`src/rtl/display_pkg.sv`:
```
// Shared definitions for the seven-segment display scan controller.
//
// Contents:
//   scan_state_e          - scan FSM states (IDLE, BLANK, SHOW)
//   DEFAULT_NUM_DIGITS    - default number of multiplexed digits
//   DEFAULT_DWELL_CYCLES  - default lit time per digit at 48 MHz (80 Hz toggle)
//   DEFAULT_BLANK_CYCLES  - default dark time before each digit at 48 MHz
//   max_int               - helper used to size the shared dwell/blank counter
package display_pkg;

    typedef enum logic [1:0] {
        IDLE  = 2'd0,
        BLANK = 2'd1,
        SHOW  = 2'd2
    } scan_state_e;

    localparam int DEFAULT_NUM_DIGITS   = 2;
    localparam int DEFAULT_DWELL_CYCLES = 300000;
    localparam int DEFAULT_BLANK_CYCLES = 4800;

    function automatic int max_int(input int a, input int b);
        return (a > b) ? a : b;
    endfunction

endpackage

```
`src/rtl/down_counter.sv`:
```
// Loadable down counter with a terminal-count flag.
//
// Ports:
//   clk       - clock
//   rst_n     - asynchronous active-low reset (clears the count)
//   clear     - synchronous clear to zero (wins over load)
//   load      - synchronous load of load_val
//   load_val  - value loaded when load is high
//   tc        - high while the count equals 1, i.e. on the last cycle of a
//               loaded interval; a load of N therefore spans N cycles
module down_counter
#(
    parameter int WIDTH = 8
) (
    input  logic             clk,
    input  logic             rst_n,
    input  logic             clear,
    input  logic             load,
    input  logic [WIDTH-1:0] load_val,
    output logic             tc
);

    logic [WIDTH-1:0] count_q;
    logic [WIDTH-1:0] count_d;

    // The count parks at zero once exhausted so an unloaded counter never
    // raises tc spuriously.
    always_comb begin
        count_d = count_q;
        if (clear) begin
            count_d = '0;
        end else if (load) begin
            count_d = load_val;
        end else if (count_q != '0) begin
            count_d = count_q - WIDTH'(1);
        end
    end

    always_ff @(posedge clk or negedge rst_n) begin
        if (!rst_n) begin
            count_q <= '0;
        end else begin
            count_q <= count_d;
        end
    end

    assign tc = (count_q == WIDTH'(1));

endmodule

```
`src/rtl/display_scan_ctrl.sv`:
```
// Time-multiplexed scan controller for a bank of seven-segment digits.
// Each digit is preceded by a dark (blank) interval and then lit for a dwell
// interval; the nibble to display is taken from a snapshot of digits_in that
// is refreshed only at the start of each frame. The segment decoder lives
// outside this block and is fed from hex_out.
//
// Ports:
//   clk         - system clock
//   reset       - asynchronous active-low reset; release is synchronized
//   en          - scan enable, level-sensitive; low forces IDLE
//   digits_in   - packed hex digits, digit i in bits [4i+3:4i]
//   hex_out     - registered nibble for the current digit
//   digit_sel   - registered index of the current digit
//   an_n        - registered active-low digit enables, at most one low
//   frame_done  - registered one-cycle pulse after the last digit's dwell
module display_scan_ctrl
    import display_pkg::*;
#(
    parameter int NUM_DIGITS   = DEFAULT_NUM_DIGITS,
    parameter int DWELL_CYCLES = DEFAULT_DWELL_CYCLES,
    parameter int BLANK_CYCLES = DEFAULT_BLANK_CYCLES
) (
    input  logic                          clk,
    input  logic                          reset,
    input  logic                          en,
    input  logic [4*NUM_DIGITS-1:0]       digits_in,
    output logic [3:0]                    hex_out,
    output logic [$clog2(NUM_DIGITS)-1:0] digit_sel,
    output logic [NUM_DIGITS-1:0]         an_n,
    output logic                          frame_done
);

    localparam int SEL_W = $clog2(NUM_DIGITS);
    localparam int CNT_W = $clog2(max_int(DWELL_CYCLES, BLANK_CYCLES) + 1);

    localparam logic [CNT_W-1:0] DWELL_LOAD = CNT_W'(DWELL_CYCLES);
    localparam logic [CNT_W-1:0] BLANK_LOAD = CNT_W'(BLANK_CYCLES);
    localparam logic [SEL_W-1:0] LAST_DIGIT = SEL_W'(NUM_DIGITS - 1);

    // With no blank interval, every digit entry goes straight to SHOW.
    localparam scan_state_e      ENTRY_STATE = (BLANK_CYCLES == 0) ? SHOW : BLANK;
    localparam logic [CNT_W-1:0] ENTRY_LOAD  = (BLANK_CYCLES == 0) ? DWELL_LOAD : BLANK_LOAD;

    // Reset synchronizer: assertion is immediate, release takes two edges.
    logic rst_meta_q;
    logic rst_sync_n_q;

    always_ff @(posedge clk or negedge reset) begin
        if (!reset) begin
            rst_meta_q   <= 1'b0;
            rst_sync_n_q <= 1'b0;
        end else begin
            rst_meta_q   <= 1'b1;
            rst_sync_n_q <= rst_meta_q;
        end
    end

    scan_state_e             state_q, state_d;
    logic [SEL_W-1:0]        digit_q, digit_d;
    logic [SEL_W-1:0]        digit_inc;
    logic [3:0]              hex_q, hex_d;
    logic [NUM_DIGITS-1:0]   an_n_q, an_n_d;
    logic                    frame_done_q, frame_done_d;
    logic [4*NUM_DIGITS-1:0] snapshot_q, snapshot_d;
    logic [3:0]              snap_nibble [NUM_DIGITS];

    logic             cnt_clear;
    logic             cnt_load;
    logic [CNT_W-1:0] cnt_load_val;
    logic             cnt_tc;

    down_counter #(
        .WIDTH (CNT_W)
    ) u_counter (
        .clk      (clk),
        .rst_n    (rst_sync_n_q),
        .clear    (cnt_clear),
        .load     (cnt_load),
        .load_val (cnt_load_val),
        .tc       (cnt_tc)
    );

    always_comb begin
        for (int i = 0; i < NUM_DIGITS; i++) begin
            snap_nibble[i] = snapshot_q[4*i +: 4];
        end
    end

    assign digit_inc = digit_q + SEL_W'(1);

    // Next-state logic. Dropping en always wins, including on the wrap edge,
    // so an aborted frame never reports frame_done. A new snapshot is taken
    // whenever digit 0 is (re)entered, and hex_d is fed from the incoming
    // data directly so hex_out changes on the same edge as digit_sel.
    always_comb begin
        state_d      = state_q;
        digit_d      = digit_q;
        hex_d        = hex_q;
        snapshot_d   = snapshot_q;
        frame_done_d = 1'b0;
        cnt_clear    = 1'b0;
        cnt_load     = 1'b0;
        cnt_load_val = ENTRY_LOAD;

        unique case (state_q)
            IDLE: begin
                if (en) begin
                    state_d      = ENTRY_STATE;
                    cnt_load     = 1'b1;
                    cnt_load_val = ENTRY_LOAD;
                    snapshot_d   = digits_in;
                    digit_d      = '0;
                    hex_d        = digits_in[3:0];
                end else begin
                    cnt_clear = 1'b1;
                    digit_d   = '0;
                    hex_d     = '0;
                end
            end
            BLANK: begin
                if (!en) begin
                    state_d   = IDLE;
                    cnt_clear = 1'b1;
                    digit_d   = '0;
                    hex_d     = '0;
                end else if (cnt_tc) begin
                    state_d      = SHOW;
                    cnt_load     = 1'b1;
                    cnt_load_val = DWELL_LOAD;
                end
            end
            SHOW: begin
                if (!en) begin
                    state_d   = IDLE;
                    cnt_clear = 1'b1;
                    digit_d   = '0;
                    hex_d     = '0;
                end else if (cnt_tc) begin
                    state_d      = ENTRY_STATE;
                    cnt_load     = 1'b1;
                    cnt_load_val = ENTRY_LOAD;
                    if (digit_q == LAST_DIGIT) begin
                        frame_done_d = 1'b1;
                        snapshot_d   = digits_in;
                        digit_d      = '0;
                        hex_d        = digits_in[3:0];
                    end else begin
                        digit_d = digit_inc;
                        hex_d   = snap_nibble[digit_inc];
                    end
                end
            end
            default: begin
                state_d   = IDLE;
                cnt_clear = 1'b1;
                digit_d   = '0;
                hex_d     = '0;
            end
        endcase

        // Anode enables follow the next state so they are glitch-free flops.
        for (int i = 0; i < NUM_DIGITS; i++) begin
            an_n_d[i] = !((state_d == SHOW) && (digit_d == SEL_W'(i)));
        end
    end

    always_ff @(posedge clk or negedge rst_sync_n_q) begin
        if (!rst_sync_n_q) begin
            state_q      <= IDLE;
            digit_q      <= '0;
            hex_q        <= '0;
            an_n_q       <= '1;
            frame_done_q <= 1'b0;
            snapshot_q   <= '0;
        end else begin
            state_q      <= state_d;
            digit_q      <= digit_d;
            hex_q        <= hex_d;
            an_n_q       <= an_n_d;
            frame_done_q <= frame_done_d;
            snapshot_q   <= snapshot_d;
        end
    end

    assign hex_out    = hex_q;
    assign digit_sel  = digit_q;
    assign an_n       = an_n_q;
    assign frame_done = frame_done_q;

endmodule

```
`config.mk`:
```
export PLATFORM = sky130hd
export DESIGN_NAME = display_scan_ctrl
export DESIGN_NICKNAME = d
export VERILOG_FILES = /design/src/rtl/display_pkg.sv /design/src/rtl/down_counter.sv /design/src/rtl/display_scan_ctrl.sv
export SDC_FILE = /design/constraint.sdc
export NUM_CORES = 1
export LEC_CHECK = 0
export CAP_MARGIN = 20
export CORE_MARGIN = 2
export CORE_UTILIZATION = 30
export CTS_BUF_LIST = sky130_fd_sc_hd__clkbuf_8
export DETAILED_ROUTE_END_ITERATION = 7
export PLACE_DENSITY_LB_ADDON = 0.12
export SYNTH_ARGS = -nofsm -noshare
export SYNTH_HDL_FRONTEND = slang
export SYNTH_SLANG_ARGS = --single-unit
export TNS_END_PERCENT = 50
```
`constraint.sdc`:
```
create_clock -name clk -period 2.5 [get_ports clk]
set_clock_uncertainty 0.2 [all_clocks]
set_input_delay 0.5 -clock clk [delete_from_list [all_inputs] [get_ports clk]]
set_output_delay 0.5 -clock clk [all_outputs]
set_load 0.05 [all_outputs]
```
==> impl.org, run 1 <==
** Outcome
- Status :: finished, final reports clean

** Critical path
- STA classifies the critical path endpoint as a register.
- The most critical setup path has its startpoint at u_counter.count_q[7].
- Startpoint type of the worst setup path :: register
- Together, buffers and inverters on the worst path number 0.
- In this run the worst path has a maximum fanout of 4.
- CP Data Arrival Time :: 2.38 ns
- On the worst path, the slowest cell contributes a delay of 0.59 ns.
- Worst path top cell family by delay :: simple AND/OR/NAND/NOR gates
- Traced cell by cell, the critical path runs through or4_4 > nor4_4 > and3_1 > and3_1 > o21ai_2 > mux2_2.
- The worst setup path is of the reg -> reg kind.
- The most numerous cell type found on the critical path is and3_1.
- Worst reg2reg startpoint :: u_counter.count_q[7]
- At the worst endpoint, the required time is 2.47 ns.
- Critical path's slowest cell :: or4_4

** Synthesis
- The average instance in the mapped netlist occupies 10.0 sq um.
- Netlist area before placement :: 1860 sq um
- Synthesis inferred 35 register bits.
- Synthesis handed over a netlist of 185 instances.
- During synthesis, Yosys emitted a total of 0 warnings.
- The share of the Yosys chip area taken by registers is 0.473.
- After synthesis, the netlist uses 41 different library cells.
- Synthesis produced a netlist with a net count of 204.

** STA
- Hold slack final :: 0.0592 ns
- Final clock period utilization by the worst path :: 0.964
- Setup slack closes at 0.0892 ns.
- The max-slew violation count was 0.
- Max frequency :: 415 MHz
- For the pin with the worst max-slew slack, the measured transition is 0.502 ns.
- Final Hold Viols :: 0
- Relative max-transition margin :: 0.664
- Setup violations remaining at the end of the flow were counted as 0.
- The worst path in the final design needs a cycle of 2.41 ns, including I/O delays and setup.
- Unrepaired setup endpoints after global routing :: no

** Global route
- GRT met1 Usage :: 0.169
- GRT Resource Usage Total :: 0.133
- Summed over all layers, the global routing overflow is 0.
- In the global route stage, met3 resource usage came out at 0.0359.
- Initial antenna violation count :: 0
- Largest net degree at the start of global routing :: 34
- The global routing stage identified its most utilized layer as met2.
- The first global-routing pass estimated 6.78 mm of wire.
- Number of global-route vias before repair :: 1462
- In the global route stage, met2 resource usage came out at 0.223.

** Drt
- Final routed wire length divided by cell count :: 13.6 um
- Final Routed Wirelength :: 4.00 mm
- Number of DRC markers after the initial detailed-route iteration :: 58
- The detail route stage leaves a number of antenna-violating nets equal to 0.
- Using the TritonRoute via totals, the vias-per-cell ratio works out to 4.86.
- In the routed design, unresolved DRC markers number 0.
- Summing over every cut layer, the via total after detailed routing is 1429.
- The first TritonRoute pass finished after 4 iterations.

** Finish
- Share of layout cells above drive strength 1 :: 0.187
- Relative to the synthesized area, the layout overhead comes to 25.3%.
- For this run, the post-layout net count is 238.
- Number of diodes :: 0
- The layout has 599 filler cells.
- Final instance area :: 2320 sq um

** Clocking
- Longest Clk Path Bufs :: 2
- Number of clock buffers inserted by TritonCTS :: 5
- The H-tree was split into 2 levels.
- Clock slew seen by the registers of the worst setup and hold paths :: 0.07 ns
- Library cell used as clock root buffer :: clkbuf_8
- TritonCTS sink count :: 35
- Worst-skew pair later-pin latency :: 0.28 ns
- TritonCTS built the clock tree.
- Setup fix buffers added after clock tree synthesis :: 0

** Die
- Cell row count :: 28
- The die is 82.6 um wide.
- The core region is 5960 sq um.
- Die Outline Area :: 6830 sq um
- The initial utilization of the core area, before any placement, comes to 0.312.
- Chip Height :: 82.6 um
- Number of top-level pins :: 19

** Power and ir drop
- The analysis attributes to cell leakage a power of 1.03 nW.
- IR analysis of the VDD net gives a maximum drop of 539 uV.
- PwrDens :: 1280 nW/um^2

** Place
- Summed over all nets, the half-perimeter wirelength after detailed placement is 3.03 mm.
- Routability-driven placement finished with a final weighted congestion of 0.766.
- Once placement finished, the instance area stood at 2210 sq um.
- At the placement stage, the worst setup path has a slack of -0.0174 ns.
- Buffers placed on the I/O ports in this run total 18.

** Worst hold path
- Kind of path behind the tightest hold check :: reg -> async

** Job
- Max-cap violations in this run came to 0.
-- worst reg2reg max path: cells and delay by family (launching register included) --
kind | cells | cell delay (ns)
AND/OR/NAND/NOR | 4 | 1.32
flip-flops | 1 | 0.39
multiplexers | 1 | 0.29
AO/OA/AOI/OAI | 1 | 0.09
-- Yosys cell counts --
library cell,number,area [sq um]
o21ai_2,1,8.76
and3_1,5,31.3
or3_4,1,11.3
or4_4,1,11.3
a31o_2,1,8.76
and2_1,2,12.5
or2_2,2,12.5
a21oi_1,13,65.1
ha_1,8,100
nor4_2,1,12.5
o211a_1,1,10.0
dfstp_2,2,52.6
o2111a_1,1,11.3
or3_1,1,6.26
mux2_2,4,45.0
nor3_2,2,20.0
mux2i_1,1,10.0
o21ai_1,2,10.0
buf_2,1,5.00
clkbuf_1,3,11.3
nor4_4,1,21.3
or4_1,2,15.0
dfrtp_1,33,826
nor4_1,2,12.5
o21ai_0,6,30.0
a22oi_1,4,30.0
or3b_2,1,8.76
xnor2_1,9,78.8
nand3b_1,1,7.51
a41o_1,1,10.0
conb_1,1,3.75
a211oi_1,2,15.0
nand3_1,7,35.0
nor3_1,8,40.0
inv_1,5,18.8
nor2_1,19,71.3
nand2_1,17,63.8
nor2b_1,4,25.0
nand2b_1,1,6.26
a311o_4,1,20.0
xor2_1,7,61.3
-- final timing paths --
| check | depth (start not counted) | end | slack (ns) |
|---|---|---|---|
| worst max-delay path | 6 | snapshot_q[4] | 0.09 |
| worst min-delay path | 1 | digit_sel | 0.06 |
| worst max register to register | 6 | snapshot_q[4] | 0.09 |
| worst min register to register | 1 | digit_sel | 0.06 |
| max in group asynchronous | 1 | an_n[0] | 1.72 |
| min in group clk | 0 | rst_sync_n_q | 0.16 |
-- where the power goes --
| group | total [W] | switching [W] | leakage [nW] | internal (W) |
|---|---|---|---|---|
| clock network | 0.000413 | 0.000197 | 0.0470 | 0.000216 |
| registers | 0.000873 | 0.000144 | 0.455 | 0.000729 |
| logic | 0.00169 | 0.000925 | 0.529 | 0.000764 |
-- logic make-up (layout without fill, tap and decap cells) --
logic type,Yosys count,in the layout,share of synthesized area
AND/OR/NAND/NOR,78,78,0.229
adder cells (fa/ha/maj),8,8,0.0539
XOR/XNOR,16,16,0.0755
buffers and inverters,9,43,0.0189
flip-flops,35,35,0.473
AO/OA/AOI/OAI,33,33,0.118
multiplexers,5,5,0.0297
other,1,1,0.00202
-- per-stage QoR --
stage               power [W]  TNS (ns)  cells   util
global route          0.00324         0    294  0.390
global placement      0.00249   -0.0243    287  0.371
floorplan             0.00206         0    185      -
detailed placement    0.00251   -0.0174    287  0.371
CTS                   0.00297         0    294  0.388
finish                0.00297         0    294  0.390
-- final cells by class --
cell class | instances | area, sq um | area share
clock buffer | 6 | 82.6 | 0.0355
multi-input combinational | 141 | 968 | 0.417
clock inverter | 1 | 5.00 | 0.00215
sequential | 35 | 878 | 0.378
tap | 75 | 93.8 | 0.0404
inverter | 5 | 18.8 | 0.00807
timing repair buffer | 31 | 278 | 0.119
-- flip-flops by register name, summed over array words and instances (netlist names) --
register	cells
u_counter.count_q	19
hex_out	4
snapshot_q	4
an_n	2
state_q	2
digit_sel	1
frame_done	1
rst_meta_q	1
rst_sync_n_q	1
-- cells in the final DEF, fill, tap and decap left out, types with 5 or more instances in the layout --
| cell | count |
|---|---|
| inv_1 | 5 |
| nor3_1 | 7 |
| buf_4 | 13 |
| clkdlybuf4s50_1 | 18 |
| and3_1 | 5 |
| ha_1 | 8 |
| o21ai_0 | 6 |
| nand2_1 | 17 |
| nor2_1 | 19 |
| a21oi_1 | 13 |
| nand3_1 | 7 |
| xor2_1 | 7 |
| dfrtp_1 | 33 |
| xnor2_1 | 9 |
| clkbuf_8 | 6 |
-- per-layer routing --
| layer | part of all wire | vias up |
|---|---|---|
| met5 | 0 | - |
| met4 | 0.011 | 0 |
| met3 | 0.023 | 5 |
| met2 | 0.50 | 16 |
| met1 | 0.47 | 688 |
| li1 | - | 720 |
-- repair_timing --
action / 4_1_cts / 5_1_grt
gates resized for setup: 2 / 4
pin swaps: 0 / 1
hold buffers: 0 / 0
setup endpoints to repair: 6 / 26
Power figures use the tool's default switching activity.
==> inputs of run 2 (changes only) <==
--- a/config.mk
+++ b/config.mk
@@ -9,6 +9,7 @@
 export CORE_MARGIN = 2
 export CORE_UTILIZATION = 30
 export CTS_BUF_LIST = sky130_fd_sc_hd__clkbuf_8
+export CTS_CLUSTER_DIAMETER = 150
 export DETAILED_ROUTE_END_ITERATION = 7
 export PLACE_DENSITY_LB_ADDON = 0.12
 export SYNTH_ARGS = -nofsm -noshare
==> results of run 2 <==
The final DEF is identical to that of run 1; final timing and power are the same.
==> inputs of run 3 (changes only) <==
--- a/config.mk
+++ b/config.mk
@@ -5,12 +5,14 @@
 export SDC_FILE = /design/constraint.sdc
 export NUM_CORES = 1
 export LEC_CHECK = 0
+export ABC_CLOCK_PERIOD_IN_PS = 2500
 export CAP_MARGIN = 20
 export CORE_MARGIN = 2
 export CORE_UTILIZATION = 30
 export CTS_BUF_LIST = sky130_fd_sc_hd__clkbuf_8
 export CTS_CLUSTER_DIAMETER = 150
 export DETAILED_ROUTE_END_ITERATION = 7
+export GPL_TIMING_DRIVEN = 0
 export PLACE_DENSITY_LB_ADDON = 0.12
 export SYNTH_ARGS = -nofsm -noshare
 export SYNTH_HDL_FRONTEND = slang
==> run 3 against run 2 <==
Net effect: sequential share of layout area is 0.60 points higher; flip-flop and latch count is the same; total power decreased by 2.4%; cell count decreased by 1.7%; global-route usage is 0.29 points lower; first-iteration DRC count down 52%; register-to-register slack got worse by 0.04 ns; clock power down 8.0%; combinational power decreased by 4%; worst hold slack improved by 0.072 ns; largest power group unchanged.
==> impl.org, run 3 (synthesis gave the netlist of run 1 again) <==
** Outcome
- Status :: finished, final reports clean

** Critical path
- The count of cells along the worst register-to-register path came to 6 (unchanged).
- R2R Setup Slk :: 0.05 ns (-0.04 ns)
- Worst reg2reg startpoint :: u_counter.count_q[13]
- Capturing point of the worst reg2reg path :: snapshot_q[4]
- Data required time of the critical path :: 2.46 ns (about the same)
- Endpoint type of the worst setup path :: register
- Startpoint type of the worst setup path :: register
- The biggest fanout along the worst timing path was 4 (unchanged).
- The critical path in this run is classified as reg -> reg.
- CP Data Arrival Time :: 2.41 ns (+0.03 ns)

** Drt
- The met3 wire length came to 102 um (+11%).
- The detailed-route wire length on metal 1 was 2.04 mm (+9.9%).
- The number of nets with antenna violations after detailed routing came to 0 (unchanged).
- In this run the top signal layer used is met4.
- The post-detailed-route via-to-cell ratio was 4.74 (-2.5%).
- DRC violations left :: 0 (unchanged)
- The count of TritonRoute iterations in the first routing pass is 4 (unchanged).
- Final Routed Wirelength :: 3.86 mm (-3.5%)
- The wire length on met2 is 1.69 mm (-16%).
- Number of DRC markers after the initial detailed-route iteration :: 28 (-52%)
- The detail-routed net length per standard cell was 13.3 um (-1.8%).
- Vias :: 1370 (-4.1%)

** Finish
- The net total in the final layout was 232 (-2.5%).
- Number of flip-flops under the largest register name :: 19 (unchanged)
- # fillers :: 623 (+4.0%)
- The final antenna diode count was 0 (unchanged).
- Area delta synth->final :: 23.7%
- The flip-flop and latch area is 881 sq um (+0.28%).
- Combined area of the multi-input logic cells :: 993 sq um (+2.6%)
- Most common library cell in the layout ignoring fill and taps :: dfrtp_1
- The utilization after layout was 0.385 (-0.00504).
- The top cell types in the final layout, fill and taps aside, are dfrtp_1, nor2_1, clkdlybuf4s50_1, nand2_1, a21oi_1.
- Share of layout cells above drive strength 1 :: 0.187 (-0.000299)
- Top register by number of flip-flops :: u_counter.count_q

** Power and ir drop
- The share of total power in sequential cells is 0.310 (+0.017).
- Maximum VDD drop :: 662 uV (+23%)
- The clock network fraction of total power was 0.131 (-0.008).
- Fraction of power consumed by combinational cells :: 0.559 (-0.009)
- The static leakage came to 0.999 nW (-3.1%).
- Pwr Total :: 0.00290 W (-2.4%)
- The internal portion of total power was 0.00166 W (-3.1%).
- The switching share of total power was 0.429 (+0.00399).
- The switching power is 0.00125 W (-1.5%).
- The total power density per cell area came to 1270 nW/um^2 (-1.1%).

** STA
- Final sum of negative setup slack :: 0 ns (unchanged)
- Unrepaired setup endpoints after global routing :: yes
- Final clock period utilization by the worst path :: 0.980 (+0.0152)
- Final Hold Viols :: 0 (unchanged)
- The fmax was 408 MHz (-1.6%).
- The relative max-transition margin came to 0.511 (-0.153).
- Hold slack final :: 0.131 ns (+0.0719 ns)
- The slew at the pin with the worst max-slew slack came to 0.734 ns (+0.232 ns).
- Final worst path period need :: 2.45 ns (+0.0381 ns)
- The max-slew violation count is 0 (unchanged).
- Final setup violating endpoints :: 0 (unchanged)

** Global route
- Global-route wire length before repair :: 6.67 mm (-1.5%)
- Sum of overflow across all layers after global routing :: 0 (unchanged)
- Initial antenna violation count :: 0 (unchanged)
- The global router's overall resource usage was 0.130 (-0.00293).
- The number of global-route vias before repair was 1371 (-6.2%).
- The largest net degree at the start of global routing is 34 (unchanged).

** Clocking
- Library cell used as clock root buffer :: clkbuf_8
- Clock slew seen by the registers of the worst setup and hold paths :: 0.07 ns (about the same)
- Hold Buf Count CTS :: 0 (unchanged)
- The TritonCTS buffer count came to 5 (unchanged).
- TritonCTS built the clock tree.
- TritonCTS sink count :: 35 (unchanged)
- Longest Clk Path Bufs :: 2 (unchanged)
- Number of H-tree branching levels :: 2 (unchanged)
- Worst-skew pair later-pin latency :: 0.28 ns (about the same)

** Place
- The placer's final routability congestion estimate was 0.718 (-6.3%).
- The detailed placer's ending HPWL was 2.77 mm (-8.5%).
- The number of buffer cells added on primary ports is 18 (unchanged).

** Die
- Chip Width :: 82.6 um (unchanged)
- Area of the core region :: 5960 sq um (unchanged)
- The area of the die came to 6830 sq um (unchanged).
- Starting Density :: 0.312 (unchanged)
- The number of top-level pins came to 19 (unchanged).
- The number of rows in the core area is 28 (unchanged).
- Chip Height :: 82.6 um (unchanged)

** Worst hold path
- Kind of path behind the tightest hold check :: reg -> async

** Job
- Max cap viols :: 0 (unchanged)
==> run 3: repair_timing <==
action                                  4_1_cts  5_1_grt
setup buffers                                 0        3
resized for setup                             5       15
pin swaps                                     0        4
endpoints found under the setup margin       26       27
==> run 3: final cells by class <==
cell class / instances / area share
Multi-Input combinational cell: 141 / 0.433
Clock buffer: 5 / 0.0300
Timing Repair Buffer: 21 / 0.0883
Tap cell: 75 / 0.0409
Clock inverter: 3 / 0.00545
Inverter: 5 / 0.00818
Sequential cell: 35 / 0.384
Buffer: 4 / 0.0104
==> run 3: stage by stage <==
step	cell area, sq um	worst slack, ns	cells
after floorplan	1860	0.188	185
after global placement	2130	-0.137	278
after detailed placement	2130	-0.124	278
after CTS	2230	0.0164	286
after global routing	2290	-0.0448	289
final	2290	0.0512	289
==> run 3: worst max-delay path by stage <==
stage                           from                    to  depth (start not counted)
2_1_floorplan  u_counter.count_q[13]               an_n[0]                          8
3_5_place_dp   u_counter.count_q[11]  u_counter.count_q[5]                          6
4_1_cts         u_counter.count_q[5]               an_n[0]                          7
5_1_grt        u_counter.count_q[13]         snapshot_q[5]                          6
6_report       u_counter.count_q[13]         snapshot_q[4]                          6
3_3_place_gp                      en               an_n[0]                          6
==> run 3: layer usage <==
metal	vias up	GRT usage
met5	-	0
met4	0	0.0344
li1	701	-
met1	653	0.191
met2	14	0.189
met3	2	0.0326
==> run 3: power groups by stage <==
stage          clock network (W)  registers [W]  logic, W
2_1_floorplan                  0       0.000923   0.00114
3_3_place_gp                   0       0.000904   0.00147
3_5_place_dp                   0       0.000902   0.00147
4_1_cts                 0.000397       0.000898   0.00152
5_1_grt                 0.000428       0.000933   0.00184
6_report                0.000380       0.000900   0.00162
==> run 3: worst max-delay path, stage by stage, from the launching register on <==
cell and delay, ns:
dfrtp_1 0.40, or4_4 0.61, nor4_4 0.31, and3_4 0.25, and3_1 0.17, o21ai_2 0.09
mux2_2 0.31
==> variant 1: new RTL, flow settings as in run 2 <==
Re-encode `scan_state_e` (3 states) as one-hot, 3 bits wide.
--- a/src/rtl/display_pkg.sv
+++ b/src/rtl/display_pkg.sv
@@ -8,10 +8,10 @@
 //   max_int               - helper used to size the shared dwell/blank counter
 package display_pkg;
 
-    typedef enum logic [1:0] {
-        IDLE  = 2'd0,
-        BLANK = 2'd1,
-        SHOW  = 2'd2
+    typedef enum logic [2:0] {
+        IDLE  = 3'b001,
+        BLANK = 3'b010,
+        SHOW  = 3'b100
     } scan_state_e;
 
     localparam int DEFAULT_NUM_DIGITS   = 2;
Formal check against the unedited RTL: no difference found for any inputs over 10 cycles, from zero or initial values and one cycle with reset low; not proved beyond that.
==> variant 1 against run 2 <==
Setup slack gained 0.092 ns; via count shrank 2.7%; final area shrank 1.1%; sequential cell count grew 1; cell count shrank 4.8%; routed wire length grew 2.0%; synthesized area shrank 2.0%; synthesized cell count shrank 9.2%.
Power is not compared: it rests on default switching activity, and its combinational part moved more than twofold at a synthesized area within 25%.
==> variant 1: results <==
export IMPL_status="complete, no violations"
export IMPL_netlist_instances=168
export IMPL_bufAreaShareNonClock=0.1208
export IMPL_grt_pass1_wl_mm=6.969
export IMPL_place_area_sq_um=2182
export IMPL_regArea_sq_um=904.6
export IMPL_fmaxAchievable_mhz=431.3
export IMPL_critPathMaxStageDelay_ns=0.44
export IMPL_hpwl_mm=3.021
export IMPL_async_reset_ff_frac=1.000
export IMPL_syn_nets=183
export IMPL_multi_input_area_share=0.3892
export IMPL_grt_use_met2=0.2325
export IMPL_netlist_top_cells_count="dfrtp_1, nor2_1, xnor2_1"
export IMPL_grtUsageMet1=0.1755
export IMPL_synth_top_area_frac=0.4539
export IMPL_crit_slowest_cell="dfrtp_1"
export IMPL_met2_wirelength_mm=2.013
export IMPL_cp_startpoint="u_counter.count_q[5]$_DFFE_PN0P_"
export IMPL_leakage_nw=0.9793
export IMPL_multi_input_comb_cells=127
export IMPL_whs_ns=0.07930
export IMPL_r2r_slack_ns=0.18
export IMPL_placedCellCount=272
export IMPL_inv_count=3
export IMPL_clk_latency_ns=0.29
export IMPL_die_w_um=81.87
export IMPL_clock_path_buffers=2
export IMPL_routed_wirelength_mm=4.078
export IMPL_drive_gt1_frac=0.1951
export IMPL_dpl_worst_slack_ns=0.1119
export IMPL_crit_end="an_n[0]$_DFF_PN1_"
export IMPL_post_cts_buffers=0
export IMPL_postCtsResizedCells=0
export IMPL_multi_input_area_sq_um=894.6
export IMPL_ys_top_cells_by_area="dfrtp_1, xnor2_1, mux2_2"
export IMPL_grtUsageMet3=0.03297
export IMPL_gp_congestion=0.8051
export IMPL_grt_util_all_layers=0.1394
export IMPL_grt_max_degree=35
export IMPL_cp_max_fo=5
export IMPL_via_count=1391
export IMPL_crit_reg2reg_launch="u_counter.count_q[5]$_DFFE_PN0P_"
export IMPL_ys_seq_area_frac=0.4972
export IMPL_seq_cells=36
export IMPL_vias_per_cell=4.968
export IMPL_clockNetworkAreaShare=0.04845
export IMPL_layout_nets=219
export IMPL_tightest_slew_ns=0.5268
export IMPL_critical_path_arrival_ns=2.33
export IMPL_routedLengthMet1_mm=1.861
export IMPL_dr_first_iter_drc_count=61
export IMPL_wl_met3_um=145
export IMPL_fillers=588
==> variant 1: changes by cell type in the layout (fill, tap and decap cells not counted), moves of 5 or more <==
| cell | change |
|---|---|
| nor4_1 | +6 |
| nand2b_1 | +7 |
| nand2_1 | -12 |
| nand3_1 | -5 |
| and3_1 | -5 |
==> variant 1: cell families after synthesis <==
| kind of cell | count (synthesis) | share of synthesized area |
|---|---|---|
| other | 1 | 0.002061 |
| DFF | 36 | 0.4973 |
| adders and majority gates | 4 | 0.02751 |
| muxes | 10 | 0.06053 |
| buffers and inverters | 5 | 0.01375 |
| and+or+nand+nor | 69 | 0.2242 |
| AOI/OAI and AO/OA | 27 | 0.09766 |
| xor gates and xnor gates | 16 | 0.07703 |
==> variant 1: power groups by stage <==
stage                     registers (mW)  clock network, mW  logic, mW
after floorplan                    0.726                  0      0.369
after global placement             0.704                  0      0.564
after detailed placement           0.707                  0      0.565
after CTS                          0.696              0.527      0.571
after global routing               0.706              0.554      0.629
final                              0.696              0.508      0.566
==> variant 2: new RTL, config.mk and constraints of run 2 <==
Made on the original files. Set the package constant `DEFAULT_DWELL_CYCLES` to 150000 (it was 300000).
--- a/src/rtl/display_pkg.sv
+++ b/src/rtl/display_pkg.sv
@@ -15,7 +15,7 @@
     } scan_state_e;
 
     localparam int DEFAULT_NUM_DIGITS   = 2;
-    localparam int DEFAULT_DWELL_CYCLES = 300000;
+    localparam int DEFAULT_DWELL_CYCLES = 150000;
     localparam int DEFAULT_BLANK_CYCLES = 4800;
 
     function automatic int max_int(input int a, input int b);
Behaviour: no difference found for any inputs over 10 cycles, from zero or initial values and one cycle with reset low; that may be too few to reach the edited logic, so the function may still have changed.
==> variant 2 against run 2 <==
Routed wire length rose by 13%; count of clock-buffer cells in the layout shrank 1; non-clock buffer count shrank 4; cell count is 1.4% lower; setup slack gained 0.017 ns; sequential power is 2.3% higher; clock power increased by 24%; total power is 5.8% higher; global-route usage up 0.56 points; synthesized area up 2.9%; final area grew 1.5%; via count is 5.1% higher; sequential cell count fell by 1; critical endpoint is now digit_sel.
==> variant 2: results <==
export IMPL_syn_nets=202
export IMPL_critical_path_arrival_ns=1.69
export IMPL_seq_power_mw=0.893
export IMPL_p_int_mw=1.780
export IMPL_routed_wirelength_mm=4.533
export IMPL_clockNetworkAreaShare=0.04828
export IMPL_combPwrFrac=0.554
export IMPL_die_w_um=83.78
export IMPL_grt_max_degree=21
export IMPL_crit_reg2reg_launch="u_counter.count_q[5]$_DFFE_PN0P_"
export IMPL_status="complete, no violations"
export IMPL_multi_input_comb_cells=140
export IMPL_hold_path_class="reg2reg"
export IMPL_hpwl_mm=3.387
export IMPL_grt_pass1_wl_mm=7.762
export IMPL_fillers=624
export IMPL_dpl_worst_slack_ns=0.07672
export IMPL_vias_per_cell=5.179
export IMPL_placedCellCount=282
export IMPL_drive_gt1_frac=0.1690
export IMPL_whs_ns=0.1549
export IMPL_regArea_sq_um=853.3
export IMPL_netlist_instances=183
export IMPL_nClkBuffers=5
export IMPL_fin_ws_ns=0.1066
export IMPL_routedLengthMet1_mm=2.107
export IMPL_crit_slowest_cell="clkdlybuf4s50_1"
export IMPL_reg2regPathDepth=7
export IMPL_bufAreaShareNonClock=0.1050
export IMPL_wl_met3_um=148
export IMPL_multi_input_area_share=0.4377
variant 2: changes by cell type in the layout (fill, tap and decap cells not counted), moves of 3 or more:
cell     change
and3_1       -3
a22oi_1      -4
o21ai_0      -4
a41oi_1      +3
nor2b_1      -3
buf_4        -4
nor3_2       -3
nand3_1      -3
mux2_1       +4
mux2i_1      +3
nor3_1       -4
variant 2: cell families (layout without fill, tap and decap cells):
kind of cell	count (synthesis)	in the layout	share of synthesized area
AOI/OAI and AO/OA	40	40	0.1533
adders and majority gates	8	8	0.05243
DFF	34	34	0.4469
other	1	1	0.001964
and+or+nand+nor	66	66	0.2025
muxes	10	10	0.05635
buffers and inverters	9	39	0.01769
xor gates and xnor gates	15	15	0.06881
variant 2: metal layers:
metal,GRT usage,up-vias
met3,0.03660,8
met4,0.04839,0
met5,0,-
li1,-,728
met1,0.1785,740
met2,0.2247,26
